File: config.mk
export PLATFORM = sky130hd
export DESIGN_NAME = addrc_line_server
export DESIGN_NICKNAME = d
export VERILOG_FILES = /design/src/rtl/addrc_line_server.sv
export SDC_FILE = /design/constraint.sdc
export NUM_CORES = 2
export LEC_CHECK = 0
export BUFFER_PORTS_ARGS = -buffer_cell sky130_fd_sc_hd__clkbuf_2
export CORE_UTILIZATION = 40
export DETAILED_ROUTE_END_ITERATION = 6
export GPL_TIMING_DRIVEN = 0
export PLACE_DENSITY_LB_ADDON = 0.08
export SYNTH_ARGS = -nofsm -noshare
export SYNTH_HDL_FRONTEND = slang
export SYNTH_SLANG_ARGS = --single-unit
File: constraint.sdc
create_clock -name clk -period 7.85 [get_ports clk]
set_clock_uncertainty 0.1 [all_clocks]
set_input_delay 0.3925 -clock clk [delete_from_list [all_inputs] [get_ports clk]]
set_output_delay 0.3925 -clock clk [all_outputs]
set_load 0.02 [all_outputs]
File: src/rtl/addrc_line_server.sv
// Data-side responder for the addRC controller: operand table loaded by the host,
// result table filled by the controller, then streamed back to the host in line order.
module addrc_line_server #(
   parameter int DATA_W = 8,
   parameter int RES_W  = 9,
   parameter int DEPTH  = 64,
   parameter int IDX_W  = 6
) (
   input  logic              clk,
   input  logic              rst_n,
   input  logic              ld_valid,
   output logic              ld_ready,
   input  logic [DATA_W-1:0] ld_a,
   input  logic [DATA_W-1:0] ld_b,
   input  logic              read_file,
   input  logic [IDX_W-1:0]  line_index,
   input  logic              write_reg,
   output logic [DATA_W-1:0] op_a,
   output logic [DATA_W-1:0] op_b,
   input  logic              write_file,
   input  logic [RES_W-1:0]  res_in,
   input  logic              finish,
   output logic              out_valid,
   output logic [RES_W-1:0]  out_data,
   input  logic              out_ready,
   output logic              run_done,
   output logic              proto_err
);

   localparam logic [1:0] ST_LOAD    = 2'd0;
   localparam logic [1:0] ST_ARMED   = 2'd1;
   localparam logic [1:0] ST_COLLECT = 2'd2;
   localparam logic [1:0] ST_DRAIN   = 2'd3;

   localparam logic [IDX_W-1:0] LAST_IDX = IDX_W'(DEPTH - 1);
   localparam logic [IDX_W:0]   FULL_CNT = (IDX_W + 1)'(DEPTH);

   logic [1:0]        state_q, state_d;
   logic [IDX_W-1:0]  ld_ptr_q, ld_ptr_d;
   logic [IDX_W:0]    wr_cnt_q, wr_cnt_d;
   logic [DEPTH-1:0]  written_q, written_d;
   logic [IDX_W-1:0]  out_ptr_q, out_ptr_d;
   logic [RES_W-1:0]  out_data_q, out_data_d;
   logic              run_done_q, run_done_d;
   logic              proto_err_q, proto_err_d;

   logic [DATA_W-1:0] a_mem_q   [DEPTH];
   logic [DATA_W-1:0] b_mem_q   [DEPTH];
   logic [RES_W-1:0]  res_mem_q [DEPTH];

   logic              ld_fire;
   logic              res_we;
   logic [IDX_W-1:0]  out_ptr_nxt;

   assign ld_fire     = (state_q == ST_LOAD) && ld_valid;
   assign out_ptr_nxt = out_ptr_q + IDX_W'(1);

   always_comb begin
      state_d     = state_q;
      ld_ptr_d    = ld_ptr_q;
      wr_cnt_d    = wr_cnt_q;
      written_d   = written_q;
      out_ptr_d   = out_ptr_q;
      out_data_d  = out_data_q;
      run_done_d  = 1'b0;
      proto_err_d = proto_err_q;
      res_we      = 1'b0;

      if (write_reg && (state_q != ST_COLLECT)) begin
         proto_err_d = 1'b1;
      end

      case (state_q)
         ST_LOAD: begin
            if (read_file || write_file || finish) begin
               proto_err_d = 1'b1;
            end
            if (ld_valid) begin
               ld_ptr_d = ld_ptr_q + IDX_W'(1);
               if (ld_ptr_q == LAST_IDX) begin
                  state_d = ST_ARMED;
               end
            end
         end

         ST_ARMED: begin
            if (write_file || finish) begin
               proto_err_d = 1'b1;
            end
            if (read_file) begin
               state_d   = ST_COLLECT;
               wr_cnt_d  = '0;
               written_d = '0;
            end
         end

         ST_COLLECT: begin
            if (read_file) begin
               // A second start abandons the partial run; the write this cycle is dropped too.
               proto_err_d = 1'b1;
               wr_cnt_d    = '0;
               written_d   = '0;
            end else begin
               if (write_file) begin
                  res_we = 1'b1;
                  if (written_q[line_index]) begin
                     proto_err_d = 1'b1;
                  end else begin
                     written_d[line_index] = 1'b1;
                     wr_cnt_d              = wr_cnt_q + (IDX_W + 1)'(1);
                  end
               end
               if (finish) begin
                  if (wr_cnt_d != FULL_CNT) begin
                     proto_err_d = 1'b1;
                  end
                  state_d   = ST_DRAIN;
                  out_ptr_d = '0;
                  // Bypass so a same-cycle write to line 0 is what the host sees first.
                  if (write_file && (line_index == '0)) begin
                     out_data_d = res_in;
                  end else begin
                     out_data_d = res_mem_q[0];
                  end
               end
            end
         end

         ST_DRAIN: begin
            if (read_file || write_file || finish) begin
               proto_err_d = 1'b1;
            end
            if (out_ready) begin
               if (out_ptr_q == LAST_IDX) begin
                  state_d    = ST_LOAD;
                  out_ptr_d  = '0;
                  out_data_d = '0;
                  run_done_d = 1'b1;
               end else begin
                  out_ptr_d  = out_ptr_nxt;
                  out_data_d = res_mem_q[out_ptr_nxt];
               end
            end
         end

         default: state_d = ST_LOAD;
      endcase
   end

   always_ff @(posedge clk or negedge rst_n) begin
      if (!rst_n) begin
         state_q     <= ST_LOAD;
         ld_ptr_q    <= '0;
         wr_cnt_q    <= '0;
         written_q   <= '0;
         out_ptr_q   <= '0;
         out_data_q  <= '0;
         run_done_q  <= 1'b0;
         proto_err_q <= 1'b0;
      end else begin
         state_q     <= state_d;
         ld_ptr_q    <= ld_ptr_d;
         wr_cnt_q    <= wr_cnt_d;
         written_q   <= written_d;
         out_ptr_q   <= out_ptr_d;
         out_data_q  <= out_data_d;
         run_done_q  <= run_done_d;
         proto_err_q <= proto_err_d;
      end
   end

   // Table storage has no reset; the host always reloads before a run.
   always_ff @(posedge clk) begin
      if (ld_fire) begin
         a_mem_q[ld_ptr_q] <= ld_a;
         b_mem_q[ld_ptr_q] <= ld_b;
      end
      if (res_we) begin
         res_mem_q[line_index] <= res_in;
      end
   end

   assign ld_ready  = (state_q == ST_LOAD);
   assign out_valid = (state_q == ST_DRAIN);
   assign out_data  = out_data_q;
   assign run_done  = run_done_q;
   assign proto_err = proto_err_q;
   assign op_a      = a_mem_q[line_index];
   assign op_b      = b_mem_q[line_index];

endmodule
==> results by group <==
Outcome
  – Status: finished with violations
  – Violations in the final reports: capacitance limit, slew limit

STA
  – Worst hold slack: 0.06736 ns
  – Worst Setup Slack, final: between 1 and 1.5 ns
  – Fmax: 152.9 MHz
  – Max_slew headroom: -6.504%
  – Slew at the pin closest to its max-slew limit: 1.598 ns
  – Final Critical Period: 6.542 ns
  – RSZ-0062 raised after global routing: false
  – Number of endpoints failing setup at the final stage: 0
  – Final Hold Violating Endpoints: 0
  – Final Max Tran Viols: just under 100
  – Final worst path period share: 83.33%
  – Total Neg Setup Slack: 0 ns

Drt
  – Drt drc: 0
  – Final wirelength: 223400 µm
  – Wire per inst: about 38 µm
  – Iteration count of the initial detailed-routing pass: 6
  – Post-detailed-route via-to-cell ratio: 6.255
  – Iteration-0 DRC count of the detailed router: 4653
  – Number of vias in the routed layout: between 30000 and 40000
  – Final ANT Viol Nets: 0

Global route
  – First-pass GRT wire length: 303300 µm
  – Antenna violations before repair: 5
  – Number of global-route vias before repair: 36229
  – GR Util All Layers: 27.50%
  – Sum of overflow across all layers after global routing: 0
  – Maximum number of pins on one net before global-route repair: 66

Place
  – Buffers on Ports: 65
  – Half-perimeter wire length after placement: 144000 µm
  – Worst Setup Slack post-DPL: 1.238 ns
  – Post-DP Area: 0.06837 mm²
  – Final weighted congestion in routability-driven placement: 0.9107
  – Placed cell count: 5573

Synth
  – Sequential element share of the synthesized area: 78.88%
  – Async S/R FF share, synth: 5.660%
  – FF+latch count, synth: about 1700
  – Gate count of the mapped netlist: 3369
  – Total of warnings raised by yosys: 0
  – Number of synthesized flops with an enable pin: 1600
  – Cell variety after synth: 60
  – Average size of a mapped cell: 18.98 µm²
  – Number of nets produced by synthesis: between 3000 and 4000
  – Dominant cell type by area after synthesis: edfxtp_1
  – Cell area after technology mapping: 0.06396 mm²
  – Area share of the leading cell type in the synthesized netlist: 75.12%
  – Synth top area cells: edfxtp_1 (75%), mux4_2 (6.7%), a22oi_1 (4.0%)
  – Dominant synthesized flop cell: edfxtp_1

Floorplanning
  – # rows: 146
  – Area of the die: 0.1615 mm²
  – Initial Utilization: 40.34%
  – Horizontal extent of the die: 401.9 µm
  – Die Height: ~400 µm
  – Num ports: 68
  – Core Footprint: 0.1586 mm²

Worst setup path
  – Cell chain of the critical path: clkbuf_2 -> buf_2 -> inv_1 -> clkbuf_1 -> nor2_2 -> buf_8 -> clkbuf_1 -> clkbuf_1 -> clkbuf_1 -> a22oi_1 -> nand4_1 -> a21oi_1 -> nand3_1 -> clkbuf_2
  – Kind of launch point of the worst setup path: input port
  – Worst Path Arrival: about 6 ns
  – Cell with the most instances on the worst path: clkbuf_1
  – Critical Path Fanout Max: 10
  – Data required time at the worst endpoint: 7.36 ns
  – Endpoint class of the critical path: output pin
  – Cell family contributing the most delay on the critical path: buffers and inverters
  – Slowest cell on crit path: clkbuf_1
  – Largest stage delay on the critical path: between 1 and 1.5 ns
  – Critical path class: input port to output pin
  – Bufs and invs on worst path: 9

Clock tree
  – Clock latency of the later-clocked register in the worst-skew pair: 0.81 ns
  – TritonCTS clock tree: yes
  – Max Buffers Root-to-Sink: 3
  – Total number of H-tree levels: 4
  – Resize count post-CTS: 0
  – Clk sinks: about 1700
  – Clk pin slew, worst setup/hold paths: 0.06 ns
  – Clock root cell: clkbuf_16
  – CTS buffer count: 177

Power
  – Power per unit of standard cell area: 301.0 mW/mm²
  – Worst vdd rail ir drop: between 0.0002 and 0.00025 V
  – Pint: between 15 and 20 mW
  – Portion of total power attributed to combinational logic: 18.0%
  – Relative contribution of the clock network to total power: around 37%
  – Psw: 6.104 mW
  – Sequential group share of total power: about 45%
  – Leakage power total: ~23 nW
  – Switching power share of the total: between 20 and 30%
  – Total power consumption of the routed design: 22.46 mW

Layout
  – Net count of the finished layout: 3763
  – Number of filler cells placed in the layout: 13337
  – Share of the core filled with cells in the final layout: between 40% and 50%
  – Register Area: 0.05045 mm²
  – Final non-filler cell area: 0.07460 mm²
  – Layout cell share with drive strength beyond 1: approximately 18%
  – Finished Layout Cells: 5929
  – Layout-stage area growth over the synthesis result: 16.64%
  – Area occupied by multi-input gates: about 0.013 mm²

Run
  – Total of max-cap violations: 12

Min path
  – Path type of the worst min-delay path: input port to flip-flop
## layer usage
layer  share of wire (%)  routed length [µm]  track usage (%)
met5              0.0098                  22                0
met4                 4.9               10960            12.19
met3                 8.3               18550            4.948
met2                  49              109500            45.79
met1                  38               84410            35.26
## layout make-up
type / count / share of cell area, %
diodes: 2 / 0.006708
plain buffers: 219 / 1.189
clock buffers: 218 / 6.266
clock inverters: 99 / 1.404
inverters: 19 / 0.09560
multi-input cells: 1435 / 17.19
flip-flops and latches: 1696 / 67.62
well taps: 2072 / 3.475
repair buffers: 169 / 2.749
## logic make-up after synthesis
group,after synthesis,synth area share [%]
flops,1696,78.88
compound gates,795,9.296
simple gates,400,2.885
buf+inv,238,1.471
mux,223,7.197
xor+xnor,10,0.1369
fa+ha+maj,7,0.1369
## tightest hold or removal path: cells and delay by family
family	cells	cell delay (ns)
AOI/OAI and AO/OA	1	0.06
and+or+nand+nor	3	0.32
buffers and inverters	1	0.14
## synth_stat cells, types with 29 or more instances
library cell	number
edfxtp_1	1600
nand3_1	64
a22oi_1	342
a22o_1	116
buf_1	43
mux4_2	189
a21oi_1	65
nand2_1	39
a221oi_1	88
clkbuf_1	161
a31oi_1	98
dfrtp_1	96
nor2_1	209
mux2i_1	29
## placed cells by master, fill, tap and decap left out, types with 57 or more instances in the layout
master	instances
a21oi_1	65
a221oi_1	88
a22o_1	116
a22oi_1	342
a31oi_1	98
clkbuf_1	182
clkbuf_16	178
clkbuf_2	59
dfrtp_1	96
edfxtp_1	1600
mux4_2	189
nand3_1	64
nor2_1	143
nor2_2	57
## repair_timing
action                    4_1_cts  5_1_grt
setup buffers                   0        0
hold endpoints to repair       66      224
hold buffers                    7       14
## path summary, 6_finish.rpt
check,start,endpoint,slack [ns],cells past startpoint
min,write_file,wr_cnt_q[6],0.07,5
max,line_index[2],op_b[4],1.31,14
min reg2reg,written_q[28],written_q[28],0.40,1
max in group asynchronous,rst_n,written_q[47],6.75,3
max reg2reg,out_ptr_q[1],out_data[5],2.84,9
min in group asynchronous,rst_n,run_done,0.14,2
## registers in the layout, summed over array words and instances (netlist names)
signal	flops
out_ptr_q	6
state_q	2
written_q	64
b_mem_q	512
a_mem_q	512
run_done	1
proto_err	1
out_data	9
ld_ptr_q	6
res_mem_q	576
wr_cnt_q	7
## power groups by stage
| stage | clock network (mW) | logic (mW) | registers, mW |
|---|---|---|---|
| floorplan | 0 | 2.32 | 10.3 |
| global placement | 0 | 3.97 | 10.3 |
| detailed placement | 0 | 4.06 | 10.3 |
| CTS | 8.41 | 4.08 | 10.1 |
| global route | 8.76 | 4.21 | 10.1 |
| finish | 8.32 | 4.04 | 10.1 |
Note: power is estimated with default switching activity, not from simulation.
